[src/rtl/ex_muldiv_unit_if.sv]
// ID/EX -> multiply/divide unit request bus and result bus back toward EX/MEM.
// The master side is the pipeline (ID/EX register plus hazard logic); the
// slave side is ex_muldiv_unit.
interface ex_muldiv_unit_if #(
    parameter int XLEN = 32
);
    logic [1:0]      ALUOp_i;
    logic [9:0]      funct_7_3_i;
    logic [XLEN-1:0] RS1data_i;
    logic [XLEN-1:0] RS2data_i;
    logic [4:0]      RDaddr_i;
    logic            flush_i;
    logic            stall_o;
    logic            busy_o;
    logic            done_o;
    logic [XLEN-1:0] result_o;
    logic [4:0]      RDaddr_o;

    modport master (
        output ALUOp_i, funct_7_3_i, RS1data_i, RS2data_i, RDaddr_i, flush_i,
        input  stall_o, busy_o, done_o, result_o, RDaddr_o
    );

    modport slave (
        input  ALUOp_i, funct_7_3_i, RS1data_i, RS2data_i, RDaddr_i, flush_i,
        output stall_o, busy_o, done_o, result_o, RDaddr_o
    );
endinterface

[src/rtl/ex_muldiv_unit.sv]
// Iterative RV32M multiply/divide engine for the EX stage.
// One shift-add (multiply) or restoring shift-subtract (divide) step per cycle,
// 32 steps, result strobed for one cycle in DONE. The pipeline is frozen via
// stall_o from the detect cycle until the last iteration.
// Optional build macro MD_SIGNED_EN adds MULH, MULHSU, DIV and REM by working on
// magnitudes and negating the final result according to the latched signs.
// start_i is the asynchronous active-low reset of this block.
module ex_muldiv_unit #(
    parameter int XLEN  = 32,
    parameter int CNT_W = 6
) (
    input  logic            clk_i,
    input  logic            start_i,
    ex_muldiv_unit_if.slave md_if
);
    typedef enum logic [1:0] {
        ST_IDLE = 2'd0,
        ST_BUSY = 2'd1,
        ST_DONE = 2'd2
    } state_e;

    state_e              state_q, state_d;
    logic [CNT_W-1:0]    cnt_q, cnt_d;
    logic [2*XLEN-1:0]   acc_q, acc_d;      // product, or {remainder, quotient}
    logic [XLEN-1:0]     opb_q, opb_d;      // multiplicand / divisor
    logic [2:0]          f3_q, f3_d;
    logic [4:0]          rd_q, rd_d;
    logic                busy_q, busy_d;
    logic                done_q, done_d;
    logic [XLEN-1:0]     result_q, result_d;
    logic [4:0]          rdo_q, rdo_d;
`ifdef MD_SIGNED_EN
    logic                neg_q, neg_d;
    logic                neg_s;
    logic                a_sgn_s, b_sgn_s;
`endif

    logic [2:0]          f3_s;
    logic                f3_ok_s;
    logic                md_req_s;
    logic [XLEN-1:0]     op_a_s, op_b_s;
    logic [XLEN:0]       mul_sum_s;
    logic [XLEN:0]       div_sh_s;
    logic [XLEN-1:0]     div_sub_s;
    logic                div_ge_s;
    logic [2*XLEN-1:0]   iter_s;
    logic [2*XLEN-1:0]   prod_s;
    logic [XLEN-1:0]     quo_s, rem_s;
    logic [XLEN-1:0]     res_fin_s;

    // Decode whether the instruction in ID/EX belongs to this unit.
    always_comb begin
        f3_s = md_if.funct_7_3_i[2:0];
`ifdef MD_SIGNED_EN
        f3_ok_s = 1'b1;
`else
        case (f3_s)
            3'b000, 3'b011, 3'b101, 3'b111: f3_ok_s = 1'b1;
            default:                        f3_ok_s = 1'b0;
        endcase
`endif
        md_req_s = (md_if.ALUOp_i == 2'b10) &&
                   (md_if.funct_7_3_i[9:3] == 7'b0000001) && f3_ok_s;
    end

    // Operand preparation at latch time (magnitudes and result sign when signed ops exist).
    always_comb begin
`ifdef MD_SIGNED_EN
        case (f3_s)
            3'b001, 3'b100, 3'b110: begin
                a_sgn_s = md_if.RS1data_i[XLEN-1];
                b_sgn_s = md_if.RS2data_i[XLEN-1];
            end
            3'b010: begin
                a_sgn_s = md_if.RS1data_i[XLEN-1];
                b_sgn_s = 1'b0;
            end
            default: begin
                a_sgn_s = 1'b0;
                b_sgn_s = 1'b0;
            end
        endcase
        op_a_s = a_sgn_s ? ({XLEN{1'b0}} - md_if.RS1data_i) : md_if.RS1data_i;
        op_b_s = b_sgn_s ? ({XLEN{1'b0}} - md_if.RS2data_i) : md_if.RS2data_i;
        // Divide by zero keeps the all-ones quotient unsigned; remainder follows the dividend.
        case (f3_s)
            3'b001, 3'b010: neg_s = a_sgn_s ^ b_sgn_s;
            3'b100:         neg_s = (a_sgn_s ^ b_sgn_s) && (md_if.RS2data_i != {XLEN{1'b0}});
            3'b110:         neg_s = a_sgn_s;
            default:        neg_s = 1'b0;
        endcase
`else
        op_a_s = md_if.RS1data_i;
        op_b_s = md_if.RS2data_i;
`endif
    end

    // One multiply or divide step applied to the working register.
    always_comb begin
        mul_sum_s = {1'b0, acc_q[2*XLEN-1:XLEN]} +
                    (acc_q[0] ? {1'b0, opb_q} : {(XLEN+1){1'b0}});
        div_sh_s  = {acc_q[2*XLEN-1:XLEN], acc_q[XLEN-1]};
        div_ge_s  = (div_sh_s >= {1'b0, opb_q});
        div_sub_s = div_sh_s[XLEN-1:0] - opb_q;
        if (f3_q[2]) begin
            if (div_ge_s) begin
                iter_s = {div_sub_s, acc_q[XLEN-2:0], 1'b1};
            end else begin
                iter_s = {div_sh_s[XLEN-1:0], acc_q[XLEN-2:0], 1'b0};
            end
        end else begin
            iter_s = {mul_sum_s, acc_q[XLEN-1:1]};
        end
    end

    // Final result selection from the last iteration, with sign fix-up if enabled.
    always_comb begin
`ifdef MD_SIGNED_EN
        prod_s = neg_q ? ({(2*XLEN){1'b0}} - iter_s) : iter_s;
        quo_s  = neg_q ? ({XLEN{1'b0}} - iter_s[XLEN-1:0]) : iter_s[XLEN-1:0];
        rem_s  = neg_q ? ({XLEN{1'b0}} - iter_s[2*XLEN-1:XLEN]) : iter_s[2*XLEN-1:XLEN];
`else
        prod_s = iter_s;
        quo_s  = iter_s[XLEN-1:0];
        rem_s  = iter_s[2*XLEN-1:XLEN];
`endif
        case (f3_q)
            3'b000:                 res_fin_s = prod_s[XLEN-1:0];
            3'b001, 3'b010, 3'b011: res_fin_s = prod_s[2*XLEN-1:XLEN];
            3'b100, 3'b101:         res_fin_s = quo_s;
            default:                res_fin_s = rem_s;
        endcase
    end

    // Next-state logic of the control FSM and datapath registers; flush wins over everything.
    always_comb begin
        state_d  = state_q;
        cnt_d    = cnt_q;
        acc_d    = acc_q;
        opb_d    = opb_q;
        f3_d     = f3_q;
        rd_d     = rd_q;
        busy_d   = 1'b0;
        done_d   = 1'b0;
        result_d = result_q;
        rdo_d    = rdo_q;
`ifdef MD_SIGNED_EN
        neg_d    = neg_q;
`endif
        if (md_if.flush_i) begin
            state_d = ST_IDLE;
        end else begin
            case (state_q)
                ST_IDLE: begin
                    if (md_req_s) begin
                        acc_d   = {{XLEN{1'b0}}, op_a_s};
                        opb_d   = op_b_s;
                        f3_d    = f3_s;
                        rd_d    = md_if.RDaddr_i;
                        cnt_d   = {CNT_W{1'b0}};
                        busy_d  = 1'b1;
                        state_d = ST_BUSY;
`ifdef MD_SIGNED_EN
                        neg_d   = neg_s;
`endif
                    end else begin
                        state_d = ST_IDLE;
                    end
                end
                ST_BUSY: begin
                    acc_d = iter_s;
                    cnt_d = cnt_q + CNT_W'(1);
                    if (cnt_q == CNT_W'(XLEN - 1)) begin
                        result_d = res_fin_s;
                        rdo_d    = rd_q;
                        done_d   = 1'b1;
                        state_d  = ST_DONE;
                    end else begin
                        busy_d   = 1'b1;
                    end
                end
                ST_DONE: begin
                    state_d = ST_IDLE;
                end
                default: begin
                    state_d = ST_IDLE;
                end
            endcase
        end
    end

    // State and datapath registers with asynchronous clear.
    always_ff @(posedge clk_i or negedge start_i) begin
        if (!start_i) begin
            state_q  <= ST_IDLE;
            cnt_q    <= {CNT_W{1'b0}};
            acc_q    <= {(2*XLEN){1'b0}};
            opb_q    <= {XLEN{1'b0}};
            f3_q     <= 3'b000;
            rd_q     <= 5'd0;
            busy_q   <= 1'b0;
            done_q   <= 1'b0;
            result_q <= {XLEN{1'b0}};
            rdo_q    <= 5'd0;
`ifdef MD_SIGNED_EN
            neg_q    <= 1'b0;
`endif
        end else begin
            state_q  <= state_d;
            cnt_q    <= cnt_d;
            acc_q    <= acc_d;
            opb_q    <= opb_d;
            f3_q     <= f3_d;
            rd_q     <= rd_d;
            busy_q   <= busy_d;
            done_q   <= done_d;
            result_q <= result_d;
            rdo_q    <= rdo_d;
`ifdef MD_SIGNED_EN
            neg_q    <= neg_d;
`endif
        end
    end

    // stall_o must cover the detect cycle, so it is decoded from state and md_req.
    assign md_if.stall_o  = ((state_q == ST_IDLE) && md_req_s) || (state_q == ST_BUSY);
    assign md_if.busy_o   = busy_q;
    assign md_if.done_o   = done_q;
    assign md_if.result_o = result_q;
    assign md_if.RDaddr_o = rdo_q;
endmodule

[src/flat_wrapper.sv]
// flat-port wrapper written by rule: the top's interface ports become plain ports
module ex_muldiv_unit_flat 
#(
    parameter int XLEN  = 32,
    parameter int CNT_W = 6
)
  (clk_i, start_i, md_if_ALUOp_i, md_if_funct_7_3_i, md_if_RS1data_i, md_if_RS2data_i, md_if_RDaddr_i, md_if_flush_i, md_if_stall_o, md_if_busy_o, md_if_done_o, md_if_result_o, md_if_RDaddr_o);
  ex_muldiv_unit_if #(.XLEN(XLEN)) md_if_i ();
  input  logic clk_i;
  input  logic start_i;
  input wire logic [$bits(md_if_i.ALUOp_i)-1:0] md_if_ALUOp_i;
  input wire logic [$bits(md_if_i.funct_7_3_i)-1:0] md_if_funct_7_3_i;
  input wire logic [$bits(md_if_i.RS1data_i)-1:0] md_if_RS1data_i;
  input wire logic [$bits(md_if_i.RS2data_i)-1:0] md_if_RS2data_i;
  input wire logic [$bits(md_if_i.RDaddr_i)-1:0] md_if_RDaddr_i;
  input wire logic [$bits(md_if_i.flush_i)-1:0] md_if_flush_i;
  output wire logic [$bits(md_if_i.stall_o)-1:0] md_if_stall_o;
  output wire logic [$bits(md_if_i.busy_o)-1:0] md_if_busy_o;
  output wire logic [$bits(md_if_i.done_o)-1:0] md_if_done_o;
  output wire logic [$bits(md_if_i.result_o)-1:0] md_if_result_o;
  output wire logic [$bits(md_if_i.RDaddr_o)-1:0] md_if_RDaddr_o;
  assign md_if_i.ALUOp_i = md_if_ALUOp_i;
  assign md_if_i.funct_7_3_i = md_if_funct_7_3_i;
  assign md_if_i.RS1data_i = md_if_RS1data_i;
  assign md_if_i.RS2data_i = md_if_RS2data_i;
  assign md_if_i.RDaddr_i = md_if_RDaddr_i;
  assign md_if_i.flush_i = md_if_flush_i;
  assign md_if_stall_o = md_if_i.stall_o;
  assign md_if_busy_o = md_if_i.busy_o;
  assign md_if_done_o = md_if_i.done_o;
  assign md_if_result_o = md_if_i.result_o;
  assign md_if_RDaddr_o = md_if_i.RDaddr_o;
  ex_muldiv_unit #(.XLEN(XLEN), .CNT_W(CNT_W)) u_core (.clk_i(clk_i), .start_i(start_i), .md_if(md_if_i));
endmodule
[config.mk]
export PLATFORM = sky130hd
export DESIGN_NAME = ex_muldiv_unit_flat
export DESIGN_NICKNAME = d
export VERILOG_FILES = /design/src/rtl/ex_muldiv_unit_if.sv /design/src/rtl/ex_muldiv_unit.sv /design/src/flat_wrapper.sv
export SDC_FILE = /design/constraint.sdc
export NUM_CORES = 1
export LEC_CHECK = 0
export CAP_MARGIN = 15
export CORE_AREA = 4 4 216 218
export CTS_CLUSTER_DIAMETER = 100
export CTS_CLUSTER_SIZE = 20
export DETAILED_ROUTE_END_ITERATION = 7
export DIE_AREA = 0 0 220 222
export PLACE_DENSITY = 0.48
export SETUP_SLACK_MARGIN = 0.2
export SYNTH_ARGS = -nofsm -noshare
export SYNTH_HDL_FRONTEND = slang
export SYNTH_SLANG_ARGS = --single-unit
[constraint.sdc]
create_clock -name clk_i -period 4.55 [get_ports clk_i]
set_clock_uncertainty 0.05 [all_clocks]
set_input_delay 0.6825 -clock clk_i [delete_from_list [all_inputs] [get_ports clk_i]]
set_output_delay 0.6825 -clock clk_i [all_outputs]
set_load 0.01 [all_outputs]
==> impl_metrics.env, run 1 <==
export IMPL_startpoint="u_core.acc_q[0]"
export IMPL_ys_types=80
export IMPL_synth_compound_area_frac=0.2532
export IMPL_synth_top_family_by_area="compound AO/OA/AOI/OAI gates"
export IMPL_tightestPinTransition_ps=981.0
export IMPL_syn2layout_area_growth_pct=20.97
export IMPL_ios=124
export IMPL_hpwl_mm=29.30
export IMPL_yosys_warnings=0
export IMPL_clockPowerShare=0.463
export IMPL_status="completed"
export IMPL_nFillCells=4845
export IMPL_grt_pass1_vias=10241
export IMPL_ys_ff_latch=151
export IMPL_cts_setup_buffers=0
export IMPL_fmax_ghz=0.2564
export IMPL_power_density_nw_per_um2=228.4
export IMPL_cts_max_path_buffers=2
export IMPL_start_util=0.2466
export IMPL_power_frac_comb=0.083
export IMPL_fin_crit_ps=3900
export IMPL_fin_nets=1596
export IMPL_peakVddDrop_v=0.0002419
export IMPL_drive_above_1_share=0.05144
export IMPL_path_class="reg -> reg"
export IMPL_utilization=0.2984
export IMPL_worstPathRequired_ps=4890
export IMPL_rsz0062_at_grt="false"
export IMPL_grt_max_degree=81
export IMPL_path_clk_slew_ps=70
export IMPL_cp_start_kind="register"
export IMPL_vias=10209
export IMPL_cts_tree="done"
export IMPL_clockRootBuffer="clkbuf_16"
export IMPL_track_usage=0.1609
export IMPL_r2r_start="u_core.acc_q[0]"
export IMPL_netSwitchingFraction=0.2614
export IMPL_setup_viol=0
export IMPL_drv_cap=0
export IMPL_syn_inst=1378
export IMPL_slew_headroom=0.3460
export IMPL_antenna_found_initial=3
export IMPL_synth_async_reset_ratio=1.000
export IMPL_finalSetupTns_ps=0
export IMPL_synthMuxAreaShare=0.03616
export IMPL_final_cell_mix="nand2_1, dfrtp_1, a21oi_1"
export IMPL_synth_nets=1529
export IMPL_firstDrtPassIters=5
export IMPL_post_cts_resized=0
export IMPL_hold_class="in -> async"
export IMPL_syn_area_per_cell_um2=8.035
export IMPL_p_leak_uw=0.005958
export IMPL_yosys_most_used_dff="dfrtp_1"
export IMPL_clk_latency_ps=450
export IMPL_grt_pass1_wl_mm=61.42
export IMPL_synth_fa_ha_area_frac=0.07707
export IMPL_avgViaCountPerCell=4.961
export IMPL_slowest_stage="dfrtp_1"
export IMPL_route_layer_met1_wl_mm=19.45
export IMPL_wl_per_cell_um=19.19
export IMPL_synth_edf_count=0
export IMPL_drv_slew=0
export IMPL_cts_made_buffers=17
export IMPL_p_int_uw=2259
export IMPL_port_buffers=123
export IMPL_met3WireLength_mm=2.324
export IMPL_holdBufCountCts=0
export IMPL_place_gp_congestion=0.9498
export IMPL_globalRouteOverflowTotal=0
export IMPL_end_kind="register"
export IMPL_synth_simple_area_share=0.1893
export IMPL_cts_max_level=4
export IMPL_dieWidth_um=220
export IMPL_cp_slowest_stage_delay_ps=660
export IMPL_drt_total_wl_mm=39.49
export IMPL_row_count=78
export IMPL_drcViolationCount=0
export IMPL_final_common_cell="nand2_1"
export IMPL_cp_max_fo=24
export IMPL_path_cells="buf_4, and2_1, ha_1, nand4_1, nor3_1, a21boi_1, a41o_1, nor4_1, o31ai_1, a311oi_1, xnor2_1, nor2_1, o21ai_1"
export IMPL_crit_arrival_ps=4240
export IMPL_seqPwrFrac=0.453
export IMPL_synth_area_um2=11070
export IMPL_die_h_um=222
export IMPL_die_area_um2=48840
export IMPL_fin_crit_sh=0.8572
export IMPL_antenna_left=0
export IMPL_placed_cells=2025
export IMPL_core_area_um2=44890
export IMPL_ys_seq_area_frac=0.3413
export IMPL_drt_initial_drc_count=749
export IMPL_insertedDiodeCount=0
export IMPL_met2_length_mm=17.22
export IMPL_cts_sinks=151
export IMPL_hold_viol=0
export IMPL_synthXorXnorAreaFrac=0.04667
export IMPL_top_layer="met5"
export IMPL_power_switching_uw=799.7
export IMPL_final_cells=2058
cell type report:
type,instances,area (µm²),share of cell area
inverters,57,214.0,0.01597
clock inverters,12,120.1,0.008968
well taps,600,750.7,0.05605
clock buffers,20,446.7,0.03335
multi-input cells,1079,6690,0.4995
repair buffers,139,1390,0.1038
flip-flops and latches,151,3782,0.2824
per-stage QoR:
stage,hold slack (ps),worst slack (ps),cell area (µm²),total power [µW]
5_1_grt,243.0,348.9,13390,3174
2_1_floorplan,336.9,1493,11070,1514
4_1_cts,247.4,681.8,13370,3094
3_5_place_dp,408.5,694.4,12810,1668
3_3_place_gp,396.9,715.9,12810,1668
6_report,195.9,649.6,13390,3059
power groups by stage:
stage                     Clock, µW  Combinational, µW  Sequential, µW
final                          1420                254            1390
after detailed placement          0                256            1410
after CTS                      1450                257            1390
after global routing           1500                282            1390
after global placement            0                256            1410
after floorplan                   0                115            1400
cells in the mapped netlist (4+ instances only):
cell type | count | area, µm²
nand2b_1 | 7 | 43.79
o21ai_0 | 112 | 560.5
a311oi_1 | 4 | 35.03
dfrtp_1 | 151 | 3779
nand4_1 | 20 | 125.1
and3_1 | 8 | 50.05
buf_6 | 6 | 67.56
buf_2 | 14 | 70.07
nor3_1 | 29 | 145.1
nand3_1 | 40 | 200.2
o21bai_1 | 7 | 52.55
buf_1 | 10 | 37.54
inv_1 | 56 | 210.2
or2_2 | 4 | 25.02
o221ai_1 | 6 | 52.55
o31ai_1 | 12 | 90.09
clkbuf_1 | 59 | 221.5
o22a_1 | 4 | 35.03
o21ai_1 | 44 | 220.2
ha_1 | 65 | 813.3
a221o_1 | 5 | 50.05
xor2_1 | 24 | 210.2
a21o_1 | 23 | 172.7
nor2b_1 | 7 | 43.79
a31oi_1 | 19 | 118.9
nor4_1 | 4 | 25.02
and2_1 | 33 | 206.5
mux2i_1 | 40 | 400.4
a21oi_1 | 136 | 680.7
a211oi_1 | 9 | 67.56
o211ai_1 | 19 | 142.6
nand2_1 | 207 | 777.0
nor2_1 | 84 | 315.3
xnor2_1 | 35 | 306.5
o21a_1 | 10 | 75.07
a22o_1 | 5 | 43.79
metal layers:
metal | track usage | vias up
li1 | - | 5037
met1 | 0.2350 | 4853
met2 | 0.2439 | 284
met3 | 0.03522 | 29
met4 | 0.03343 | 6
met5 | 0 | -
registers in the layout, summed over array words and instances (netlist names):
name and cells:
u_core.cnt_q 6, u_core.md_if.busy_o 1, u_core.md_if.result_o 32, u_core.md_if.RDaddr_o 5, u_core.acc_q 64, u_core.md_if.done_o 1, u_core.f3_q 3, u_core.opb_q 32
u_core.state_q 2, u_core.rd_q 5
path summary, 6_finish.rpt:
| kind | endpoint | slack [ps] | cells after the start |
|---|---|---|---|
| max | u_core.md_if.result_o[26] | 650 | 13 |
| min | u_core.acc_q[27] | 200 | 1 |
| max reg2reg | u_core.md_if.result_o[26] | 650 | 13 |
| min reg2reg | u_core.md_if.RDaddr_o[3] | 410 | 2 |
| max in group asynchronous | u_core.acc_q[40] | 3300 | 2 |
| min in group clk_i | u_core.md_if.RDaddr_o[3] | 410 | 2 |
kinds of logic (layout without fill, tap and decap cells):
group	after synthesis	count (layout)
AOI/OAI and AO/OA	454	454
and+or+nand+nor	459	459
buffers and inverters	148	228
muxes	40	40
DFF	151	151
adders and majority gates	67	67
xor gates and xnor gates	59	59
worst max-delay path: cells and delay by family, from the launching register on:
kind / cells / cell delay, ps
compound gates: 5 / 1280
simple gates: 5 / 840
flops: 1 / 660
fa+ha+maj: 1 / 390
buf+inv: 1 / 320
xor+xnor: 1 / 280
(Power assumes the default switching activity.)
==> run 2: changes to the inputs <==
--- a/config.mk
+++ b/config.mk
@@ -8,7 +8,7 @@
 export CAP_MARGIN = 15
 export CORE_AREA = 4 4 216 218
 export CTS_CLUSTER_DIAMETER = 100
-export CTS_CLUSTER_SIZE = 20
+export CTS_CLUSTER_SIZE = 8
 export DETAILED_ROUTE_END_ITERATION = 7
 export DIE_AREA = 0 0 220 222
 export PLACE_DENSITY = 0.48
==> results of run 2 <==
Final layout, timing and power as in run 1 (identical DEF).
==> run 3: changes to the inputs <==
--- a/config.mk
+++ b/config.mk
@@ -11,6 +11,7 @@
 export CTS_CLUSTER_SIZE = 8
 export DETAILED_ROUTE_END_ITERATION = 7
 export DIE_AREA = 0 0 220 222
+export GPL_TIMING_DRIVEN = 0
 export PLACE_DENSITY = 0.48
 export SETUP_SLACK_MARGIN = 0.2
 export SYNTH_ARGS = -nofsm -noshare
==> run 3 against run 2 <==
Against the previous run: routed wire length grew 13%; flip-flop and latch count stayed put; hold slack lost 24 ps.
==> impl_metrics.env, run 3 (synthesized netlist as in run 1, its figures left out) <==
export IMPL_hold_class="in -> async"
export IMPL_cts_made_buffers=17
export IMPL_drv_slew=0
export IMPL_finalInstanceArea_um2=13700
export IMPL_fin_crit_sh=0.9042
export IMPL_end_kind="register"
export IMPL_p_leak_uw=0.006104
export IMPL_rsz0062_at_grt="true"
export IMPL_worst_r2r_path_depth=13
export IMPL_port_buffers=123
export IMPL_track_usage=0.1803
export IMPL_syn2layout_area_growth_pct=23.75
export IMPL_antenna_left=0
export IMPL_cts_max_level=4
export IMPL_clockRootBuffer="clkbuf_16"
export IMPL_seqPwrFrac=0.436
export IMPL_grt_pass1_vias=11006
export IMPL_reg2reg_slack_ps=440
export IMPL_netSwitchingFraction=0.2668
export IMPL_globalRouteOverflowTotal=0
export IMPL_worstPathRequired_ps=4830
export IMPL_setup_ws_ps=435.9
export IMPL_path_clk_slew_ps=70
export IMPL_path_class="reg -> reg"
export IMPL_cts_max_path_buffers=2
export IMPL_crit_arrival_ps=4390
export IMPL_drt_initial_drc_count=884
export IMPL_die_h_um=222
export IMPL_firstDrtPassIters=5
export IMPL_p_int_uw=2323
export IMPL_setup_viol=0
export IMPL_place_gp_congestion=0.9322
export IMPL_cts_setup_buffers=0
export IMPL_holdBufCountCts=0
export IMPL_regMostFlops="u_core.acc_q"
export IMPL_ios=124
export IMPL_cts_sinks=151
export IMPL_vias=10878
export IMPL_fin_nets=1672
export IMPL_clockPowerShare=0.479
export IMPL_core_area_um2=44890
export IMPL_cts_tree="done"
export IMPL_drv_cap=0
export IMPL_power_frac_comb=0.085
export IMPL_cp_max_fo=10
export IMPL_start_util=0.2466
export IMPL_drive_above_1_share=0.05284
export IMPL_dieWidth_um=220
export IMPL_grt_pass1_wl_mm=67.53
export IMPL_tightestPinTransition_ps=963.6
export IMPL_final_cell_mix="nand2_1, dfrtp_1, a21oi_1"
export IMPL_wl_per_cell_um=20.85
export IMPL_cp_start_kind="register"
export IMPL_utilization=0.3052
export IMPL_slew_headroom=0.3576
export IMPL_place_area_um2=13090
export IMPL_drt_total_wl_mm=44.47
export IMPL_status="completed"
export IMPL_power_switching_uw=845.2
export IMPL_fin_crit_ps=4114
export IMPL_fmax_ghz=0.2431
export IMPL_clk_latency_ps=450
export IMPL_largest_reg_flops=64
export IMPL_holdWs_ps=171.6
export IMPL_avgViaCountPerCell=5.100
export IMPL_post_cts_resized=0
export IMPL_antenna_found_initial=0
export IMPL_hpwl_mm=35.37
export IMPL_hold_viol=0
export IMPL_final_common_cell="nand2_1"
export IMPL_peakVddDrop_v=0.0002644
export IMPL_r2r_start="u_core.acc_q[0]"
export IMPL_drcViolationCount=0
export IMPL_insertedDiodeCount=0
export IMPL_die_area_um2=48840
export IMPL_pre_cts_ws_ps=312.4
export IMPL_power_density_nw_per_um2=231.2
export IMPL_rr_endpoint="u_core.acc_q[59]"
export IMPL_finalSetupTns_ps=0
export IMPL_row_count=78
export IMPL_grt_max_degree=78
[run 3: cell count changes in the layout (fill, tap and decap cells not counted), moves of 2 or more]
cell,delta
buf_1,+10
buf_12,-3
buf_2,+14
buf_4,-12
buf_6,+5
clkbuf_1,+55
clkbuf_2,+3
clkinv_2,-2
nand2b_1,+2
nand2b_2,-2
nor2_1,+2
nor2_4,-2
[run 3: power by group through the flow]
| stage | clock [µW] | sequential, µW | combinational (µW) |
|---|---|---|---|
| 2_1_floorplan | 0 | 1400 | 115 |
| 3_3_place_gp | 0 | 1410 | 268 |
| 3_5_place_dp | 0 | 1410 | 271 |
| 4_1_cts | 1540 | 1380 | 273 |
| 5_1_grt | 1590 | 1380 | 300 |
| 6_report | 1520 | 1380 | 270 |
[run 3: final cells by class]
cell class	count	area (µm²)
Buffer	91	411.6
Clock buffer	18	439.2
Clock inverter	13	161.4
Fill cell	4860	31190
Inverter	57	214.0
Multi-Input combinational cell	1079	6683
Sequential cell	151	3779
Tap cell	600	750.7
Timing Repair Buffer	124	1264
[run 3: routing by layer]
metal,vias up,track usage,wire length (µm)
met1,5273,0.2584,21040
met4,0,0.04923,935
met3,45,0.03152,2667
met2,366,0.2794,19830
met5,-,0,0
li1,5194,-,-
[run 3: through the flow]
stage / std cells / power [µW]
floorplan: 1378 / 1514
global placement: 2101 / 1676
detailed placement: 2102 / 1678
CTS: 2133 / 3197
global route: 2133 / 3275
finish: 2133 / 3168
[run 3: worst max-delay path, stage by stage, from the launching register on]
cell and delay (ps):
dfrtp_1 560, clkbuf_2 310, and2_1 190, ha_1 210, fa_1 430, a21oi_1 290, o211ai_1 160, nor4bb_2 230
o31ai_1 400, o21ai_1 230, a31oi_1 240, xor2_1 290, a21oi_1 150, a22o_1 240
[run 3: how the worst max path moves through the flow]
stage / startpoint / end / slack (ps) / cells past startpoint
2_1_floorplan: u_core.acc_q[0] / u_core.md_if.result_o[29] / 1490 / 14
5_1_grt: u_core.acc_q[0] / u_core.md_if.result_o[27] / 190 / 13
3_3_place_gp: start_i / u_core.opb_q[8] / -4150 / 1
4_1_cts: u_core.acc_q[0] / u_core.acc_q[59] / 260 / 13
3_5_place_dp: u_core.acc_q[0] / u_core.md_if.result_o[27] / 310 / 13
6_report: u_core.acc_q[0] / u_core.acc_q[59] / 440 / 13
